[src/rtl/card_dealer.sv]
// Card dealer: a 52-card deck dealt without replacement. A free-running LFSR
// picks a start index, then a linear probe walks forward to the next undealt card.
`timescale 1ns/1ps
module card_dealer (
    input  logic       Clock,
    input  logic       reset_n,
    input  logic       draw_req,
    input  logic       shuffle,
    output logic       card_valid,
    output logic [4:0] card_val,
    output logic [3:0] card_rank,
    output logic [1:0] card_suit,
    output logic       busy,
    output logic       draw_err,
    output logic [5:0] cards_left
);

    typedef enum logic {
        ST_IDLE = 1'b0,
        ST_SEEK = 1'b1
    } state_t;

    state_t      r_state;
    logic [5:0]  r_lfsr;
    logic [51:0] r_used;
    logic [5:0]  r_idx;
    logic [5:0]  r_cards_left;
    logic        r_card_valid;
    logic        r_draw_err;
    logic [4:0]  r_card_val;
    logic [3:0]  r_card_rank;
    logic [1:0]  r_card_suit;

    state_t      w_state_nxt;
    logic [51:0] w_used_nxt;
    logic [5:0]  w_idx_nxt;
    logic [5:0]  w_cards_left_nxt;
    logic        w_card_valid_nxt;
    logic        w_draw_err_nxt;
    logic [4:0]  w_card_val_nxt;
    logic [3:0]  w_card_rank_nxt;
    logic [1:0]  w_card_suit_nxt;
    logic [5:0]  w_lfsr_idx;
    logic [3:0]  w_probe_rank;

    function automatic logic [1:0] suit_of(input logic [5:0] idx);
        logic [1:0] s;
        if (idx >= 6'd39)      s = 2'd3;
        else if (idx >= 6'd26) s = 2'd2;
        else if (idx >= 6'd13) s = 2'd1;
        else                   s = 2'd0;
        return s;
    endfunction

    function automatic logic [3:0] rank_of(input logic [5:0] idx);
        logic [5:0] t;
        if (idx >= 6'd39)      t = idx - 6'd39;
        else if (idx >= 6'd26) t = idx - 6'd26;
        else if (idx >= 6'd13) t = idx - 6'd13;
        else                   t = idx;
        return t[3:0];
    endfunction

    // Face cards count 10, the ace counts 1.
    function automatic logic [4:0] value_of(input logic [3:0] rank);
        logic [4:0] v;
        if (rank == 4'd0)      v = 5'd1;
        else if (rank <= 4'd9) v = {1'b0, rank} + 5'd1;
        else                   v = 5'd10;
        return v;
    endfunction

    assign w_lfsr_idx   = (r_lfsr < 6'd52) ? r_lfsr : (r_lfsr - 6'd52);
    assign w_probe_rank = rank_of(r_idx);

    // Next-state, deck-mask and output-register values.
    always_comb begin
        w_state_nxt      = r_state;
        w_used_nxt       = r_used;
        w_idx_nxt        = r_idx;
        w_cards_left_nxt = r_cards_left;
        w_card_valid_nxt = 1'b0;
        w_draw_err_nxt   = 1'b0;
        w_card_val_nxt   = r_card_val;
        w_card_rank_nxt  = r_card_rank;
        w_card_suit_nxt  = r_card_suit;
        case (r_state)
            ST_IDLE: begin
                if (shuffle) begin
                    w_used_nxt       = 52'd0;
                    w_cards_left_nxt = 6'd52;
                end else if (draw_req) begin
                    if (r_cards_left == 6'd0) begin
                        w_draw_err_nxt = 1'b1;
                    end else begin
                        w_idx_nxt   = w_lfsr_idx;
                        w_state_nxt = ST_SEEK;
                    end
                end else begin
                    w_state_nxt = ST_IDLE;
                end
            end
            ST_SEEK: begin
                // A shuffle aborts the search even if this probe would have hit.
                if (shuffle) begin
                    w_used_nxt       = 52'd0;
                    w_cards_left_nxt = 6'd52;
                    w_state_nxt      = ST_IDLE;
                end else if (!r_used[r_idx]) begin
                    w_used_nxt       = r_used | (52'd1 << r_idx);
                    w_cards_left_nxt = r_cards_left - 6'd1;
                    w_card_valid_nxt = 1'b1;
                    w_card_rank_nxt  = w_probe_rank;
                    w_card_suit_nxt  = suit_of(r_idx);
                    w_card_val_nxt   = value_of(w_probe_rank);
                    w_state_nxt      = ST_IDLE;
                end else begin
                    w_idx_nxt = (r_idx == 6'd51) ? 6'd0 : (r_idx + 6'd1);
                end
            end
            default: begin
                w_state_nxt = ST_IDLE;
            end
        endcase
    end

    // State register.
    always_ff @(posedge Clock or negedge reset_n) begin
        if (!reset_n) begin
            r_state <= ST_IDLE;
        end else begin
            r_state <= w_state_nxt;
        end
    end

    // Free-running LFSR, deck bookkeeping and registered outputs.
    always_ff @(posedge Clock or negedge reset_n) begin
        if (!reset_n) begin
            r_lfsr       <= 6'd1;
            r_used       <= 52'd0;
            r_idx        <= 6'd0;
            r_cards_left <= 6'd52;
            r_card_valid <= 1'b0;
            r_draw_err   <= 1'b0;
            r_card_val   <= 5'd0;
            r_card_rank  <= 4'd0;
            r_card_suit  <= 2'd0;
        end else begin
            r_lfsr       <= {r_lfsr[4:0], r_lfsr[5] ^ r_lfsr[4]};
            r_used       <= w_used_nxt;
            r_idx        <= w_idx_nxt;
            r_cards_left <= w_cards_left_nxt;
            r_card_valid <= w_card_valid_nxt;
            r_draw_err   <= w_draw_err_nxt;
            r_card_val   <= w_card_val_nxt;
            r_card_rank  <= w_card_rank_nxt;
            r_card_suit  <= w_card_suit_nxt;
        end
    end

    assign card_valid = r_card_valid;
    assign card_val   = r_card_val;
    assign card_rank  = r_card_rank;
    assign card_suit  = r_card_suit;
    assign busy       = (r_state == ST_SEEK);
    assign draw_err   = r_draw_err;
    assign cards_left = r_cards_left;

endmodule

[config.mk]
export PLATFORM = sky130hd
export DESIGN_NAME = card_dealer
export DESIGN_NICKNAME = d
export VERILOG_FILES = /design/src/rtl/card_dealer.sv
export SDC_FILE = /design/constraint.sdc
export NUM_CORES = 1
export LEC_CHECK = 0
export BUFFER_PORTS_ARGS = -buffer_cell sky130_fd_sc_hd__buf_4
export CAP_MARGIN = 5
export CORE_ASPECT_RATIO = 1.2
export CORE_MARGIN = 5
export CORE_UTILIZATION = 55
export DETAILED_ROUTE_END_ITERATION = 10
export GPL_TIMING_DRIVEN = 0
export PLACE_DENSITY = 0.75
export SETUP_SLACK_MARGIN = 0.15
export SYNTH_ARGS = -nofsm -noshare
export SYNTH_HDL_FRONTEND = slang
export SYNTH_SLANG_ARGS = --single-unit
[constraint.sdc]
create_clock -name Clock -period 3.9 [get_ports Clock]
set_input_delay 0.39 -clock Clock [delete_from_list [all_inputs] [get_ports Clock]]
set_output_delay 0.39 -clock Clock [all_outputs]
set_load 0.02 [all_outputs]
# Word-level counts from Yosys, hierarchy flattened

Cells that the tools add are included.

Output and inout bits: 20
Input port bits: 4
Flip-flop bits (word level): 84
Logic and storage cells: 81

$lt $le $gt $ge: 6
Mux-type cells: 39
Reductions and logical operators: 5
Shifts and indexed selects: 1
Equality and inequality tests: 8
$add $sub $neg: 7
Bitwise gates (word level): 5

Operators with widths:

| cell                                                               | number |
|---|---|
| two-way mux 52 bit                                                 | 3 |
| case mux 52 bit (2 select lines)                                   | 1 |
| two-way mux 6 bit                                                  | 10 |
| OR 52 bit                                                          | 1 |
| left shift 1 x 6 -> 52 bit (first input constant)                  | 1 |
| case mux 6 bit (2 select lines)                                    | 2 |
| two-way mux 1 bit                                                  | 14 |
| two-way mux 4 bit                                                  | 3 |
| two-way mux 5 bit                                                  | 2 |
| != test 2 bit (second input constant)                              | 5 |
| subtractor 4 bit (second input constant)                           | 2 |
| < comparator 6 x 7 -> 1 bit (second input constant)                | 1 |
| adder 6 x 1 -> 6 bit (second input constant)                       | 1 |
| binary-select mux 1 bit (select 6 bit)                             | 1 |
| == test 6 bit (second input constant)                              | 1 |
| greater-or-equal comparator 6 x 4 -> 1 bit (second input constant) | 1 |
| greater-or-equal comparator 6 x 5 -> 1 bit (second input constant) | 1 |
| greater-or-equal comparator 6 bit (second input constant)          | 1 |
| logical NOT 6 bit                                                  | 1 |
| < comparator 6 bit (second input constant)                         | 1 |
| subtractor 6 x 1 -> 6 bit (second input constant)                  | 1 |
| subtractor 6 bit (second input constant)                           | 1 |
| adder 4 x 1 -> 5 bit (second input constant)                       | 1 |
| AND reduction 5 bit                                                | 1 |
| 11 further kinds                                                   | 14 |

# Longest topological paths before layout

Gate-level depths: netlist of the first run.

Depth in word-level cells: 7
Gate-level depth with buffers: 15
Depth with buffers taken out: 13

# Worst setup path after synthesis of the first run

No wires, ideal clock.

Kind: register -> register
Start point: register r_idx[1]
End point: register r_card_val[0], in the netlist card_val[0]
Setup slack: 847 ps
Path buffers: 1
Stages on the path, launching flop included: 14
Period minus slack after synthesis: 3053 ps
Library setup time: 120 ps
Required time: 3780 ps
Arrival time: 2933 ps
Cell sequence: dfrtp_1 -> buf_2 -> inv_1 -> ha_1 -> nand2b_1 -> a211oi_1 -> mux2i_1 -> nor2_1 -> a311oi_1 -> inv_1 -> ha_1 -> o21bai_1 -> nand2_1 -> a31o_2

Longest elaborated chain between the ends: 7
Elaborated cells on any way between the ends: 18

RTL lines:

| element                                                                        | RTL line | text |
|---|---|---|
| from (decl)                                                                    | 26       | `logic [5:0] r_idx;` |
| from (signal assigned)                                                         | 151      | `r_idx <= w_idx_nxt;` |
| greater-or-equal comparator 6 x 4 -> 1 bit or subtractor 4 bit (tied branches) | 59       | `else if (idx >= 6'd13) t = idx - 6'd13;` |
| two-way mux 4 bit                                                              | 59       |  |
| two-way mux 4 bit                                                              | 58       | `else if (idx >= 6'd26) t = idx - 6'd26;` |
| two-way mux 4 bit *                                                            | 57       | `if (idx >= 6'd39) t = idx - 6'd39;` |
| via w_probe_rank[1]                                                            | 44       | `logic [3:0] w_probe_rank;` |
| <= comparator 4 bit                                                            | 68       | `else if (rank <= 4'd9) v = {1'b0, rank} + 5'd1;` |
| two-way mux 5 bit                                                              | 68       |  |
| two-way mux 5 bit *                                                            | 67       | `if (rank == 4'd0) v = 5'd1;` |
| to (signal assigned)                                                           | 155      | `r_card_val <= w_card_val_nxt;` |
| to (decl)                                                                      | 30       | `logic [4:0] r_card_val;` |

Mark *: on every way through the listed nets, which the timed path passes. The rest lies on a longest branch. The select of a mux whose other input is x is not followed.
A chain may end at the register's enable or synchronous reset.

# Worst setup path after layout of the first run

Start point: register r_idx[1]
End point: register r_card_val[1], in the netlist card_val[1]

Longest elaborated chain between the ends: 7
Elaborated cells on any way between the ends: 18

RTL lines:

| element                                                                        | RTL line |
|---|---|
| greater-or-equal comparator 6 x 4 -> 1 bit or subtractor 4 bit (tied branches) | 59 |
| two-way mux 4 bit                                                              | 59 |
| two-way mux 4 bit                                                              | 58 |
| two-way mux 4 bit *                                                            | 57 |
| via w_probe_rank[1]                                                            | 44 |
| adder 4 x 1 -> 5 bit or <= comparator 4 bit (tied branches)                    | 68 |
| two-way mux 5 bit                                                              | 68 |
| two-way mux 5 bit *                                                            | 67 |

Marks and branches as above.

==> results.cfg, run 1 <==
[outcome]
run_status = finished with violations
violations = DRC

[power_and_ir_drop]
swShare_pct = 32.9
intPower_mw = 1.64
combPwrFrac_pct = 29.2
p_leak_nw = 2.18
p_seq_share_pct = 40.1
switchingPower_uw = 807
power.density_mw_per_mm2 = 484
clockPowerShare_pct = 30.7
irDropWorstVdd_mv = 0.200

[yosys]
yosysTopAreaCellShare_pct = 44.4
ys_warn_count = 0
syn_avg_cell_area_um2 = 10.7
yosysSeqAreaShare_pct = 46.7
yosysUniqueCellTypes = 59
ys_async_sr_fraction_pct = 100
ys_seq_elements = 84
syn-cell-area_mm2 = 0.00451
ys.flop_type = dfrtp_1
syn-num-nets = 443
synth.area.top_cells = dfrtp_1 (44%), mux4_2 (6.5%), o22ai_2 (5.5%), ha_1 (5.3%), nor2_1 (3.8%)
synth.most_common_cell = dfrtp_1
syn-instance-count = 420
synth_edf_count = 0
netlist.top_cell.by_area = dfrtp_1
ys_top_cells_by_count = dfrtp_1 (80), nor2_1 (46), inv_1 (43)

[clock_network]
cts_num_sinks = 84
insertion_delay_ns = 0.37
cts-buffers-inserted = 9
cts_max_level = 3
clk_pin_slew_ns = 0.08
cts_root_buf = clkbuf_8
hold_buffers = 0
cts_buffer_depth = 2
cts_tree = built

[worst_setup_path]
slowest_delay_ns = 0.47
crit_fanout = 10
slowest_stage = dfrtp_2
crit_type = reg -> reg
path_cells = buf_2, inv_1, ha_1, nand2b_1, a211oi_2, mux2i_1, nor2_1, a311oi_2, inv_1, ha_1, o21bai_1, a21oi_1, o41ai_1
end_kind = flip-flop
crit_arrival_ns = 3.72
start_kind = flip-flop
crit_required_ns = 4.16
worst_path_dominant_cell_family = compound AO/OA/AOI/OAI gates
path_buf_inv = 3

[placed_design]
dp_hpwl_mm = 7.41
gp_congestion = 0.920
io_buffers = 23
dpl_cell_area_mm2 = 0.00480

[min_path]
worst_hold_path_type = in -> async

[routing]
firstDrtPassIters = 8
vias_per_cell = 6.17
wl_per_cell_um = 19.3
drtAntennaViolNets = 0
first_iter_violations = 316
wl_mm = 10.7
vias = 3410
drc_errors = 1

[global_routing]
grt_use_total_pct = 22.5
grt_pass1_wl_mm = 17.6
first_global_vias = 3524
overflow = 0
antenna_found_initial = 0
grt_max_degree = 85

[timing]
timing.fmax_ghz = 0.289
finalSetupTns_ns = 0
worstMarginPinSlew_ns = 1.02
setup_viol = 0
layout_min_cycle_time_ns = 3.46
hold_viol_final = 0
maxSlewHeadroom_pct = 32.1
skew_ns = 0.0104
period_share_pct = 88.7
rsz0062_at_grt = no
slew_viol_final = 0

[floorplanning]
rows = 36
dieArea_mm2 = 0.0101
io_pins = 24
dieWidth_um = 92.7
start_util_pct = 55.9
core_area_mm2 = 0.00806
die_y_um = 109

[cells_and_area]
fill_cells = 621
syn_to_final_growth_pct = 12.2
drive_above_1_share_pct = 23.8
fin_area_mm2 = 0.00506
num_antenna_cells = 0
nNetsFinal = 477

[job]
cap_violations = 0
[final timing paths]
check                      startpoint       endpoint  slack (ns)  cells after the start
min reg2reg                 r_lfsr[1]      r_lfsr[2]        0.40                      0
max reg2reg                  r_idx[1]    card_val[1]        0.44                     13
max in group asynchronous     reset_n       r_idx[1]        2.99                      1
max                          r_idx[1]    card_val[1]        0.44                     13
min                           reset_n  cards_left[0]        0.21                      1
min in group Clock           draw_req       draw_err        0.31                      2
[final cells by class]
type	instances	area (um2)	area share (%)
buffer	27	140	2.77
clock buffer	11	141	2.79
clock inverter	4	97.6	1.93
inverter	43	161	3.19
multi-input combinational	266	2120	41.9
sequential	84	2110	41.7
tap	95	119	2.35
timing repair buffer	23	173	3.41
[placed cells by master, fill, tap and decap left out, types with 3 or more instances in the layout]
cell type / count
buf_6: 4
and2_1: 4
o22ai_1: 8
o21ai_0: 9
ha_1: 19
a31oi_1: 12
dfrtp_1: 79
nor3_1: 5
mux2i_1: 3
buf_4: 24
clkbuf_1: 19
nor2b_1: 5
dfstp_2: 4
mux2_2: 11
xnor2_1: 7
buf_2: 3
a211oi_1: 4
bufinv_16: 3
o22ai_2: 20
nand2b_1: 5
a21oi_1: 29
nor2_1: 46
clkbuf_8: 10
nand2_1: 21
inv_1: 43
mux4_2: 13
[per-layer routing]
layer / global-route usage [%] / vias to the layer above / share of wire (%)
met5: 0 / - / 0
met4: 13.9 / 0 / 3.6
met3: 3.66 / 34 / 4.8
met2: 37.7 / 123 / 51
met1: 27.3 / 1710 / 40
li1: - / 1543 / -
[power groups by stage]
stage,sequential (mW),clock (mW),combinational [mW]
after floorplan,1.05,0,0.411
after global placement,0.996,0,0.687
after detailed placement,0.999,0,0.702
after CTS,0.982,0.758,0.708
after global routing,0.993,0.793,0.774
final,0.982,0.752,0.715
[metrics by stage]
stage	instances	util, %	hold slack, ns	power [mW]	worst slack, ns
2_1_floorplan	420	-	0.0944	1.46	0.847
3_3_place_gp	538	59.5	0.372	1.68	0.185
3_5_place_dp	538	59.5	0.376	1.70	0.0780
4_1_cts	553	62.6	0.244	2.45	0.274
5_1_grt	553	62.8	0.295	2.56	0.197
6_report	553	62.8	0.205	2.45	0.442
[repair_timing]
| item | in CTS | in global routing |
|---|---|---|
| setup endpoints to repair | 3 | 3 |
| resized for setup | 2 | 4 |
| setup buffers | 0 | 0 |
[cells by family after synthesis]
family	synth area share (%)
compound gates	17.5
simple gates	12.2
xor+xnor	1.75
fa+ha+maj	5.27
buf+inv	6.66
mux	9.91
flops	46.7
[state kept, by name (all words and copies together) (netlist names)]
name / cells
r_lfsr: 6
r_used: 52
busy: 1
card_suit: 2
draw_err: 1
card_val: 5
card_valid: 1
card_rank: 4
r_idx: 6
cards_left: 6
[worst register-to-register path, stage by stage (launching register included)]
cell,delay (ns)
dfrtp_2,0.47
buf_2,0.31
inv_1,0.24
ha_1,0.27
nand2b_1,0.16
a211oi_2,0.34
mux2i_1,0.23
nor2_1,0.07
a311oi_2,0.34
inv_1,0.15
ha_1,0.24
o21bai_1,0.19
a21oi_1,0.09
o41ai_1,0.25
Power figures use the tool's default switching activity.
==> run 2: changes to the inputs <==
- CELL_PAD_IN_SITES_DETAIL_PLACEMENT: unset -> 0
- CELL_PAD_IN_SITES_GLOBAL_PLACEMENT: unset -> 1
- CORE_UTILIZATION: 55 -> 49
- PLACE_DENSITY: 0.75 -> 0.82
==> results.cfg, run 2 (synthesized netlist as in run 1, its figures left out) <==
[outcome]
run_status = complete, no violations

[routing]
wl_mm = 10.7
vias_per_cell = 5.81
vias = 3365
drtAntennaViolNets = 0
wl_per_cell_um = 18.6
drc_errors = 0
firstDrtPassIters = 4
first_iter_violations = 171

[floorplanning]
core_area_mm2 = 0.00903
dieWidth_um = 97.6
io_pins = 24
dieArea_mm2 = 0.0112
rows = 38
die_y_um = 115
start_util_pct = 49.9

[timing]
maxSlewHeadroom_pct = 29.5
slew_viol_final = 0
hold_viol_final = 0
timing.fmax_ghz = 0.286
worstMarginPinSlew_ns = 1.06
layout_min_cycle_time_ns = 3.50
rsz0062_at_grt = no
skew_ns = 0.0117
setup_viol = 0
finalSetupTns_ns = 0
period_share_pct = 89.7

[clock_network]
cts-buffers-inserted = 9
cts_buffer_depth = 2
cts_num_sinks = 84
cts_tree = built
cts_root_buf = clkbuf_8
cts_max_level = 3
cts_setup_buffers = 0
clk_pin_slew_ns = 0.08
insertion_delay_ns = 0.37

[cells_and_area]
fill_cells = 806
num_antenna_cells = 0
largest_reg_flops = 52
top_register = r_used
nNetsFinal = 477
syn_to_final_growth_pct = 12.3
final_cell_mix = dfrtp_1 (79), nor2_1 (46), inv_1 (43)
layout_commonest_cell = dfrtp_1
drive_above_1_share_pct = 23.7

[worst_setup_path]
start_kind = flip-flop
crit_type = reg -> reg
end_kind = flip-flop
crit_required_ns = 4.16
crit_arrival_ns = 3.76
crit_fanout = 10

[global_routing]
antenna_found_initial = 0
grt_use_total_pct = 20.3
overflow = 0
grt_max_degree = 85
first_global_vias = 3526
grt_pass1_wl_mm = 17.9

[min_path]
worst_hold_path_type = in -> async

[job]
cap_violations = 0

[placed_design]
gp_congestion = 0.839
dp_hpwl_mm = 7.57
io_buffers = 23

[power_and_ir_drop]
p_leak_nw = 2.17
irDropWorstVdd_mv = 0.191
power.density_mw_per_mm2 = 470
power.total_mw = 2.38
==> run 2: changes by cell type in the layout (fill, tap and decap cells not counted) <==
cell	delta
xnor2_1	+1
clkinv_2	+3
buf_2	-1
o21ai_1	-1
o21ai_0	+1
clkbuf_4	+1
xnor2_2	-1
bufinv_16	-1
clkinvlp_4	-1
==> run 2: what timing repair did <==
item / 4_1_cts / 5_1_grt
endpoints found under the setup margin: 3 / 3
gates resized for setup: 1 / 5
pin swaps: 0 / 0
endpoints found under the hold margin: 0 / 0
hold buffers: 0 / 0
==> run 2: layer usage <==
layer | track usage (%) | vias to the layer above | routed length [um]
met2 | 34.6 | 98 | 5280
li1 | - | 1553 | -
met5 | 0 | - | 0
met3 | 2.79 | 35 | 423
met1 | 24.7 | 1679 | 4560
met4 | 12.5 | 0 | 480
==> run 2: worst paths after layout <==
path                                 end  cells past startpoint       from  slack (ns)
setup / recovery             card_val[1]                     13   r_idx[2]        0.40
hold / removal             cards_left[3]                      1    reset_n        0.17
setup reg to reg             card_val[1]                     13   r_idx[2]        0.40
hold reg to reg                r_lfsr[2]                      0  r_lfsr[1]        0.39
max in group asynchronous       r_idx[1]                      1    reset_n        2.99
min in group Clock              draw_err                      2   draw_req        0.31
==> run 2: critical path, stage by stage (launching register included) <==
cell      delay (ns)
dfrtp_1         0.44
clkbuf_2        0.29
inv_1           0.20
ha_1            0.21
nor2b_1         0.14
o311a_1         0.33
or2_1           0.29
o21ai_0         0.29
xnor2_1         0.31
inv_1           0.13
ha_1            0.22
o21bai_1        0.19
a21oi_1         0.10
o41ai_1         0.25
==> run 2: power breakdown <==
group	switching, mW	total [mW]	leakage (nW)	internal (mW)
Combinational	0.447	0.713	0.927	0.267
Sequential	0.0486	0.983	1.13	0.934
Clock	0.309	0.684	0.113	0.375
==> run 2: metrics by stage <==
step           util, %  setup WS [ns]  std cells  area, um2  hold WS, ns
3_3_place_gp      53.5         0.0887        563       4830        0.367
5_1_grt           56.1          0.164        579       5060        0.312
2_1_floorplan        -          0.847        420       4510       0.0944
3_5_place_dp      53.5         0.0119        563       4830        0.375
4_1_cts           56.0          0.168        579       5050        0.247
6_report          56.1          0.400        579       5060        0.170
==> run 2: final cells by class <==
cell class	instances	area, um2	share of cell area [%]
Multi-Input combinational cell	266	2110	41.7
Clock inverter	5	75.1	1.48
Clock buffer	11	141	2.79
Tap cell	120	150	2.96
Sequential cell	84	2110	41.6
Buffer	27	143	2.82
Timing Repair Buffer	23	173	3.41
Inverter	43	161	3.19
